[src/rtl/spi_reg_bridge_pkg.sv]
// Shared opcodes and FSM state encoding for the SPI-to-register-bus bridge.
package spi_reg_pkg;

  localparam logic [7:0] OP_WRITE = 8'h01;
  localparam logic [7:0] OP_READ  = 8'h02;

  typedef enum logic [2:0] {
    IDLE,
    CMD,
    ADDR_HI,
    ADDR_LO,
    WDATA,
    RDATA,
    DISCARD
  } state_t;

endpackage

[src/rtl/spi_reg_bridge_if.sv]
// Byte stream from spi_slave plus the register bus driven by spi_reg_bridge.
interface spi_reg_bridge_if #(
  parameter int ADDR_WIDTH = 16,
  parameter int DATA_WIDTH = 32
);

  logic                  frame_active;
  logic                  rx_valid;
  logic [7:0]            rx_byte;
  logic [7:0]            tx_byte;
  logic                  tx_load;
  logic                  wr_en;
  logic [ADDR_WIDTH-1:0] wr_addr;
  logic [DATA_WIDTH-1:0] wr_data;
  logic                  rd_en;
  logic [ADDR_WIDTH-1:0] rd_addr;
  logic [DATA_WIDTH-1:0] rd_data;
  logic                  frame_err;

  modport slave (
    input  frame_active, rx_valid, rx_byte, rd_data,
    output tx_byte, tx_load, wr_en, wr_addr, wr_data, rd_en, rd_addr, frame_err
  );

  modport master (
    output frame_active, rx_valid, rx_byte, rd_data,
    input  tx_byte, tx_load, wr_en, wr_addr, wr_data, rd_en, rd_addr, frame_err
  );

endinterface

[src/rtl/spi_reg_bridge.sv]
// Decodes framed SPI commands (CMD, ADDR_HI, ADDR_LO, data words) into register
// writes and reads, auto-incrementing the word address and feeding MISO bytes on reads.
module spi_reg_bridge
  import spi_reg_pkg::*;
#(
  parameter int ADDR_WIDTH = 16,
  parameter int DATA_WIDTH = 32
) (
  input logic             clk,
  input logic             reset,
  spi_reg_bridge_if.slave bus
);

  localparam int BPW = DATA_WIDTH / 8;
  localparam int BCW = (BPW > 1) ? $clog2(BPW) : 1;
  localparam logic [BCW-1:0] LAST_BYTE = BCW'(BPW - 1);

  state_t                state_q, state_d;
  logic                  fa_q;
  logic                  is_write_q, is_write_d;
  logic [7:0]            addr_hi_q, addr_hi_d;
  logic [ADDR_WIDTH-1:0] addr_q, addr_d;
  logic [BCW-1:0]        bcnt_q, bcnt_d;
  logic [DATA_WIDTH-1:0] shift_q, shift_d;
  logic [DATA_WIDTH-1:0] word_q, word_d;
  logic                  rd_cap_q;
  logic                  wr_en_q, wr_en_d;
  logic [ADDR_WIDTH-1:0] wr_addr_q, wr_addr_d;
  logic [DATA_WIDTH-1:0] wr_data_q, wr_data_d;
  logic                  rd_en_q, rd_en_d;
  logic [ADDR_WIDTH-1:0] rd_addr_q, rd_addr_d;
  logic [7:0]            tx_byte_q, tx_byte_d;
  logic                  tx_load_q, tx_load_d;
  logic                  frame_err_q, frame_err_d;

  logic                  frame_rise;
  logic                  byte_ok;
  logic [15:0]           addr_full;
  logic [ADDR_WIDTH-1:0] addr_next;

  // A byte arriving on the very cycle SSEL drops still belongs to the frame.
  assign frame_rise = bus.frame_active & ~fa_q;
  assign byte_ok    = bus.rx_valid & (bus.frame_active | fa_q);
  assign addr_full  = {addr_hi_q, bus.rx_byte};
  assign addr_next  = addr_q + ADDR_WIDTH'(1);

  always_comb begin
    state_d     = state_q;
    is_write_d  = is_write_q;
    addr_hi_d   = addr_hi_q;
    addr_d      = addr_q;
    bcnt_d      = bcnt_q;
    shift_d     = shift_q;
    word_d      = word_q;
    wr_addr_d   = wr_addr_q;
    wr_data_d   = wr_data_q;
    rd_addr_d   = rd_addr_q;
    tx_byte_d   = tx_byte_q;
    wr_en_d     = 1'b0;
    rd_en_d     = 1'b0;
    tx_load_d   = 1'b0;
    frame_err_d = 1'b0;

    case (state_q)
      IDLE: begin
        if (frame_rise) begin
          state_d = CMD;
          bcnt_d  = '0;
        end
      end
      CMD: begin
        if (byte_ok) begin
          if (bus.rx_byte == OP_WRITE) begin
            is_write_d = 1'b1;
            state_d    = ADDR_HI;
          end else if (bus.rx_byte == OP_READ) begin
            is_write_d = 1'b0;
            state_d    = ADDR_HI;
          end else begin
            frame_err_d = 1'b1;
            state_d     = DISCARD;
          end
        end
      end
      ADDR_HI: begin
        if (byte_ok) begin
          addr_hi_d = bus.rx_byte;
          state_d   = ADDR_LO;
        end
      end
      ADDR_LO: begin
        if (byte_ok) begin
          addr_d = addr_full[ADDR_WIDTH-1:0];
          bcnt_d = '0;
          if (is_write_q) begin
            state_d = WDATA;
          end else begin
            state_d   = RDATA;
            rd_en_d   = bus.frame_active;
            rd_addr_d = addr_full[ADDR_WIDTH-1:0];
          end
        end
      end
      WDATA: begin
        if (byte_ok) begin
          shift_d = (shift_q << 8) | DATA_WIDTH'(bus.rx_byte);
          if (bcnt_q == LAST_BYTE) begin
            wr_en_d   = 1'b1;
            wr_addr_d = addr_q;
            wr_data_d = shift_d;
            addr_d    = addr_next;
            bcnt_d    = '0;
          end else begin
            bcnt_d = bcnt_q + BCW'(1);
          end
        end
      end
      RDATA: begin
        // bcnt tracks which byte of word_q is currently parked on MISO.
        if (rd_cap_q) begin
          word_d    = bus.rd_data;
          tx_byte_d = bus.rd_data[DATA_WIDTH-1 -: 8];
          tx_load_d = 1'b1;
          bcnt_d    = '0;
        end else if (byte_ok) begin
          if (bcnt_q == LAST_BYTE) begin
            addr_d    = addr_next;
            bcnt_d    = '0;
            rd_en_d   = bus.frame_active;
            rd_addr_d = addr_next;
          end else begin
            word_d    = word_q << 8;
            tx_byte_d = word_d[DATA_WIDTH-1 -: 8];
            tx_load_d = 1'b1;
            bcnt_d    = bcnt_q + BCW'(1);
          end
        end
      end
      DISCARD: begin
      end
      default: state_d = IDLE;
    endcase

    // Frame end wins over everything except a write completed by the last byte.
    if (state_q != IDLE && !bus.frame_active) begin
      state_d   = IDLE;
      tx_byte_d = 8'h00;
      tx_load_d = 1'b0;
      if (state_q == WDATA && bcnt_d != '0) begin
        frame_err_d = 1'b1;
      end
    end
  end

  always_ff @(posedge clk or posedge reset) begin
    if (reset) begin
      state_q     <= IDLE;
      fa_q        <= 1'b0;
      is_write_q  <= 1'b0;
      addr_hi_q   <= '0;
      addr_q      <= '0;
      bcnt_q      <= '0;
      shift_q     <= '0;
      word_q      <= '0;
      rd_cap_q    <= 1'b0;
      wr_en_q     <= 1'b0;
      wr_addr_q   <= '0;
      wr_data_q   <= '0;
      rd_en_q     <= 1'b0;
      rd_addr_q   <= '0;
      tx_byte_q   <= 8'h00;
      tx_load_q   <= 1'b0;
      frame_err_q <= 1'b0;
    end else begin
      state_q     <= state_d;
      fa_q        <= bus.frame_active;
      is_write_q  <= is_write_d;
      addr_hi_q   <= addr_hi_d;
      addr_q      <= addr_d;
      bcnt_q      <= bcnt_d;
      shift_q     <= shift_d;
      word_q      <= word_d;
      rd_cap_q    <= rd_en_q;
      wr_en_q     <= wr_en_d;
      wr_addr_q   <= wr_addr_d;
      wr_data_q   <= wr_data_d;
      rd_en_q     <= rd_en_d;
      rd_addr_q   <= rd_addr_d;
      tx_byte_q   <= tx_byte_d;
      tx_load_q   <= tx_load_d;
      frame_err_q <= frame_err_d;
    end
  end

  assign bus.wr_en     = wr_en_q;
  assign bus.wr_addr   = wr_addr_q;
  assign bus.wr_data   = wr_data_q;
  assign bus.rd_en     = rd_en_q;
  assign bus.rd_addr   = rd_addr_q;
  assign bus.tx_byte   = tx_byte_q;
  assign bus.tx_load   = tx_load_q;
  assign bus.frame_err = frame_err_q;

endmodule
[src/flat_wrapper.sv]
// flat-port wrapper written by rule: the top's interface ports become plain ports
module spi_reg_bridge_flat import spi_reg_pkg::*;
#(
  parameter int ADDR_WIDTH = 16,
  parameter int DATA_WIDTH = 32
)
  (clk, reset, bus_frame_active, bus_rx_valid, bus_rx_byte, bus_rd_data, bus_tx_byte, bus_tx_load, bus_wr_en, bus_wr_addr, bus_wr_data, bus_rd_en, bus_rd_addr, bus_frame_err);
  spi_reg_bridge_if #(.ADDR_WIDTH(ADDR_WIDTH), .DATA_WIDTH(DATA_WIDTH)) bus_i ();
  input logic clk;
  input logic reset;
  input wire logic [$bits(bus_i.frame_active)-1:0] bus_frame_active;
  input wire logic [$bits(bus_i.rx_valid)-1:0] bus_rx_valid;
  input wire logic [$bits(bus_i.rx_byte)-1:0] bus_rx_byte;
  input wire logic [$bits(bus_i.rd_data)-1:0] bus_rd_data;
  output wire logic [$bits(bus_i.tx_byte)-1:0] bus_tx_byte;
  output wire logic [$bits(bus_i.tx_load)-1:0] bus_tx_load;
  output wire logic [$bits(bus_i.wr_en)-1:0] bus_wr_en;
  output wire logic [$bits(bus_i.wr_addr)-1:0] bus_wr_addr;
  output wire logic [$bits(bus_i.wr_data)-1:0] bus_wr_data;
  output wire logic [$bits(bus_i.rd_en)-1:0] bus_rd_en;
  output wire logic [$bits(bus_i.rd_addr)-1:0] bus_rd_addr;
  output wire logic [$bits(bus_i.frame_err)-1:0] bus_frame_err;
  assign bus_i.frame_active = bus_frame_active;
  assign bus_i.rx_valid = bus_rx_valid;
  assign bus_i.rx_byte = bus_rx_byte;
  assign bus_i.rd_data = bus_rd_data;
  assign bus_tx_byte = bus_i.tx_byte;
  assign bus_tx_load = bus_i.tx_load;
  assign bus_wr_en = bus_i.wr_en;
  assign bus_wr_addr = bus_i.wr_addr;
  assign bus_wr_data = bus_i.wr_data;
  assign bus_rd_en = bus_i.rd_en;
  assign bus_rd_addr = bus_i.rd_addr;
  assign bus_frame_err = bus_i.frame_err;
  spi_reg_bridge #(.ADDR_WIDTH(ADDR_WIDTH), .DATA_WIDTH(DATA_WIDTH)) u_core (.clk(clk), .reset(reset), .bus(bus_i));
endmodule
[config.mk]
export PLATFORM = sky130hd
export DESIGN_NAME = spi_reg_bridge_flat
export DESIGN_NICKNAME = d
export VERILOG_FILES = /design/src/rtl/spi_reg_bridge_pkg.sv /design/src/rtl/spi_reg_bridge_if.sv /design/src/rtl/spi_reg_bridge.sv /design/src/flat_wrapper.sv
export SDC_FILE = /design/constraint.sdc
export NUM_CORES = 1
export LEC_CHECK = 0
export BUFFER_PORTS_ARGS = -buffer_cell sky130_fd_sc_hd__buf_2
export CORE_ASPECT_RATIO = 0.7
export CORE_MARGIN = 2
export CORE_UTILIZATION = 56
export DETAILED_ROUTE_END_ITERATION = 10
export PLACE_DENSITY = 0.85
export SLEW_MARGIN = 15
export SYNTH_ARGS = -nofsm -noshare
export SYNTH_HDL_FRONTEND = slang
export SYNTH_SLANG_ARGS = --single-unit
[constraint.sdc]
create_clock -name clk -period 5.9 [get_ports clk]
set_clock_uncertainty 0.2 [all_clocks]
set_input_delay 0.885 -clock clk [delete_from_list [all_inputs] [get_ports clk]]
set_output_delay 0.885 -clock clk [all_outputs]
set_load 0.005 [all_outputs]
**After elaboration in Yosys (flattened, before gate mapping)**

Index checks and enable logic that the tools add are counted.

- Flip-flop bits (word level): 156
- Input port bits: 44
- Output and inout port bits: 76
- Logic and storage cells: 123

- $add $sub $neg: 2
- Eq/ne operators: 21
- Mux-type cells: 56
- Bitwise logic cells: 5
- Reduce and logical (&&, ||, !) cells: 22

Operator list:

| kind | count |
|---|---|
| two-way mux 16 bit | 9 |
| two-way mux 24 bit | 3 |
| case mux 16 bit (3 select lines) | 1 |
| two-way mux 8 bit | 5 |
| bitwise OR 32 x 8 -> 32 bit | 1 |
| case mux 16 bit (2 select lines) | 1 |
| two-way mux 1 bit | 22 |
| two-way mux 3 bit | 7 |
| adder 16 x 1 -> 16 bit, second input constant | 1 |
| case mux 3 bit (5 select lines) | 1 |
| AND reduction 3 bit | 5 |
| != test 3 x 1 -> 1 bit, second input constant | 4 |
| two-way mux 2 bit | 5 |
| != test 2 x 1 -> 1 bit, second input constant | 5 |
| nonzero test 2 bit | 5 |
| equality test 3 bit, second input constant | 3 |
| nonzero test 3 bit | 3 |
| equality test 8 x 1 -> 1 bit, second input constant | 1 |
| equality test 8 x 2 -> 1 bit, second input constant | 1 |
| case mux 2 bit (4 select lines) | 1 |
| equality test 3 x 2 -> 1 bit, second input constant | 2 |
| AND reduction 6 bit | 1 |
| AND reduction 5 bit | 1 |
| != test 2 bit, second input constant | 2 |
| 13 further kinds | 16 |

**Logic depth before layout (Yosys ltp)**

- Depth in word-level cells: 9
- Gate-level depth with buffers: 8

**Least setup slack after synthesis**

No wires, ideal clock.

- Path type: input -> register
- From: in bus_frame_active
- To: reg u_core.wr_addr_q[0] (netlist: u_core.bus.wr_addr[0])
- Library setup time: 0.125 ns
- Data arrival time: 2.385 ns
- Slack: 3.190 ns
- Stages: 8
- Path through: buf_2 > o21ai_1 > nor3_2 > and2_1 > buf_2 > buf_4 > buf_4 > mux2_2

- Cells in the longest elaborated chain, start to end: 3

RTL lines:

| what | RTL line | RTL |
|---|---|---|
| start: declaration | flat_wrapper.sv:11 | `input wire logic [$bits(bus_i.frame_active)-1:0] bus_frame_active;` |
| bitwise OR 1 bit | spi_reg_bridge.sv:43 | `assign byte_ok = bus.rx_valid & (bus.frame_active \| fa_q);` |
| bitwise AND 1 bit | spi_reg_bridge.sv:43 |  |
| AND reduction 3 bit (no source line) | -- |  |
| end signal: assignment | spi_reg_bridge.sv:185 | `wr_addr_q <= wr_addr_d;` |
| end: declaration | spi_reg_bridge.sv:28 | `logic [ADDR_WIDTH-1:0] wr_addr_q, wr_addr_d;` |

Every way passes these cells.
A chain may end at the register's enable or synchronous reset.

**Final worst setup path**

- From: reg u_core.state_q[1]
- To: reg u_core.wr_data_q[20] (netlist: u_core.bus.wr_data[20])

- Cells in the longest elaborated chain, start to end: 2

RTL lines:

| what | RTL line | RTL |
|---|---|---|
| start: declaration | spi_reg_bridge.sv:18 | `state_t state_q, state_d;` |
| start signal: assignment | spi_reg_bridge.sv:175 | `state_q <= state_d;` |
| equality test 3 bit | spi_reg_bridge.sv:64 | `case (state_q)` |
| AND reduction 3 bit (no source line) | -- |  |
| end signal: assignment | spi_reg_bridge.sv:186 | `wr_data_q <= wr_data_d;` |
| end: declaration | spi_reg_bridge.sv:29 | `logic [DATA_WIDTH-1:0] wr_data_q, wr_data_d;` |

Every way passes these cells.

==> flow_summary.yaml <==
outcome:
  outcome: "complete, no violations"
global_routing:
  grt_pass1_wl_um: 27500
  grtUsageTotal_pct: 26.9
  grt_pass1_vias: 5105
  grt_max_degree: 103
  antenna_found_initial: 0
  grt_overflow: 0
floorplan:
  initial_core_util_pct: 58.0
  core_area_um2: 11900
  die_h_um: 96.7
  die-area_um2: 13200
  row_count: 33
  ios: 120
  die_x_um: 136
drt:
  post_drt_wl_per_cell_um: 19.4
  drc: 0
  vias: 5141
  drt_iter0_drc: 642
  ant_nets: 0
  viasPerCell: 6.01
  drt_first_pass_iters: 5
  routed_wl_um: 16600
worst_setup_path:
  required_ns: 6.00
  timing.critical_path.arrival_ns: 3.97
  path_class: "flop to flop"
  cp_max_fo: 49
  r2r_setup_slack_ns: 2.03
  setup.worst_path.start_class: "flop"
  end_kind: "flop"
  r2r_end: "u_core.bus.wr_data[20]"
  r2r_cells: 5
  regToRegStartpoint: "u_core.state_q[1]"
clock_tree:
  cts_resized: 0
  post_cts_buffers: 0
  insertion_delay_ns: 0.41
  clockBufferDepth: 2
  clk_pin_slew_ns: 0.07
  htreeDepth: 4
  cts_made_buffers: 17
  tritoncts: "done"
  root_buffer: "clkbuf_16"
  clock_sinks: 156
  hold_buffers: 0
timing:
  rsz0062_at_grt: "no"
  drv_slew: 0
  tightest_slew_ns: 1.13
  hold_viol_final: 0
  slew_headroom_pct: 24.9
  setup_viol: 0
  max_clock_freq_ghz: 0.259
  post-route-period-util_pct: 65.6
  period_minus_slack_ns: 3.87
  setup_tns_ns: 0
synth:
  syn_nets: 628
  synth_cell_types: 54
  yosys-top-cells-area: "dfrtp_1 (57%), mux2_2 (13%), mux2i_1 (4.7%), o21ai_0 (3.1%), nand2_1 (2.7%)"
  synth_seq_cells: 156
  synth_area_per_cell_um2: 11.8
  yosysTopAreaCell: "dfrtp_1"
  synthCells: 582
  synth_area_um2: 6870
  synthArstFlopShare_pct: 100
  yosysSeqAreaShare_pct: 56.8
  yosys_warnings: 0
  yosysMostFrequentCell: "dfrtp_1"
  synth_enable_flop_cells: 0
  yosysTopAreaCellShare_pct: 56.8
  yosys-top-cells-count: "dfrtp_1 (156), mux2_2 (79), nand2_1 (50)"
  synth_ff_type: "dfrtp_1"
final_layout:
  nFillCells: 786
  area.growth.synth_to_final_pct: 17.8
  n_antenna_cell: 0
  regArea_um2: 3900
  final_core_util_pct: 68.3
  layout-drive-gt1-share_pct: 35.1
  nets: 731
  multi_input_area_um2: 2770
power:
  peakVddDrop_uv: 262
  leakage_nw: 3.91
  power.density_nw_per_um2: 342
min_path:
  worst_hold_path_type: "flop to flop"
  hp-start: "u_core.bus.rd_en"
  hold_end: "u_core.rd_cap_q"
  min_path_cells: 0
placed_design:
  numPortBuffers: 119
  gp_congestion: 0.896
  hpwl_um: 11000
run:
  cap_violations: 0
==> per-layer routing <==
| metal | part of all wire, % | track usage (%) | up-vias |
|---|---|---|---|
| met4 | 1.6 | 7.77 | 0 |
| met2 | 48 | 42.6 | 241 |
| met1 | 43 | 37.6 | 2573 |
| li1 | - | - | 2294 |
| met5 | 0 | 0 | - |
| met3 | 7.6 | 6.03 | 33 |
==> cell type report <==
| class | count | share of cell area (%) |
|---|---|---|
| Timing Repair Buffer | 125 | 8.00 |
| Sequential cell | 156 | 48.2 |
| Inverter | 3 | 0.201 |
| Clock inverter | 14 | 1.51 |
| Multi-Input combinational cell | 382 | 34.2 |
| Tap cell | 157 | 2.43 |
| Clock buffer | 18 | 5.42 |
==> state kept, by name (all words and copies together) (netlist names), 2 cells and up <==
name and count:
u_core.state_q 3, u_core.bus.tx_byte 8, u_core.addr_q 16, u_core.bus.wr_addr 16, u_core.word_q 24, u_core.bcnt_q 2
u_core.shift_q 24, u_core.addr_hi_q 8, u_core.bus.wr_data 32, u_core.bus.rd_addr 16
==> where the power goes <==
group / total [mW] / switching, mW / internal (mW) / leakage [nW]
logic: 0.347 / 0.171 / 0.176 / 1.52
registers: 1.38 / 0.164 / 1.22 / 2.11
clock network: 1.04 / 0.473 / 0.566 / 0.277
total: 2.77 / 0.808 / 1.96 / 3.91
==> per-stage QoR <==
step                hold WS, ns  area (um^2)  setup WS (ns)  power, mW  std cells
CTS                       0.176         8080           1.87       2.76        854
global route              0.185         8100           1.84       2.87        855
finish                    0.176         8100           2.03       2.77        855
global placement          0.156         7520           2.08       1.69        822
detailed placement        0.161         7520           1.86       1.72        822
floorplan                 0.176         6870          0.608       1.59        582
==> critical path, cell delays in order (launching register included) <==
cell and delay [ns]:
dfrtp_1 0.54, nand2b_1 0.63, nor3_4 0.76, buf_8 0.24
and2_2 0.92, mux2_2 0.44
==> kinds of logic after synthesis <==
family                     count (synthesis)  synth area share, %
AOI/OAI and AO/OA                        114                 10.7
xor gates and xnor gates                  14                 1.78
adders and majority gates                  2                0.364
buffers and inverters                     44                 3.04
DFF                                      156                 56.8
muxes                                    111                 17.6
and+or+nand+nor                          141                 9.74
==> cells in the final DEF (no fill, tap or decap), types with 3 or more instances in the layout <==
cell,Yosys,final
dfrtp_1,156,156
buf_2,8,119
mux2_2,79,79
nand2_1,50,50
o21ai_0,42,42
nor2_1,34,34
mux2i_1,32,32
a21oi_1,19,19
nand3_1,17,17
clkbuf_16,0,17
a22o_1,10,10
a211oi_1,9,9
inv_6,0,8
xnor2_1,7,7
xor2_1,7,7
nor3b_1,6,6
nor3_1,6,6
o21a_1,5,5
o31ai_1,5,5
buf_4,2,5
o211ai_1,4,4
nor4_1,4,4
nor2b_1,3,3
nand2b_1,3,3
or3_1,3,3
a2bb2oi_1,3,3
clkinv_4,0,3
==> how the worst max path moves through the flow <==
stage,startpoint,to,slack (ns),cells past startpoint
detailed placement,bus_frame_active,u_core.bus.wr_data[20],1.86,5
floorplan,reset,u_core.addr_hi_q[0],0.61,1
global route,u_core.state_q[1],u_core.bus.wr_data[20],1.84,5
finish,u_core.state_q[1],u_core.bus.wr_data[20],2.03,5
global placement,bus_frame_active,u_core.bus.wr_addr[9],2.08,5
CTS,u_core.state_q[1],u_core.bus.wr_data[20],1.87,4
Note: power is estimated with default switching activity, not from simulation.
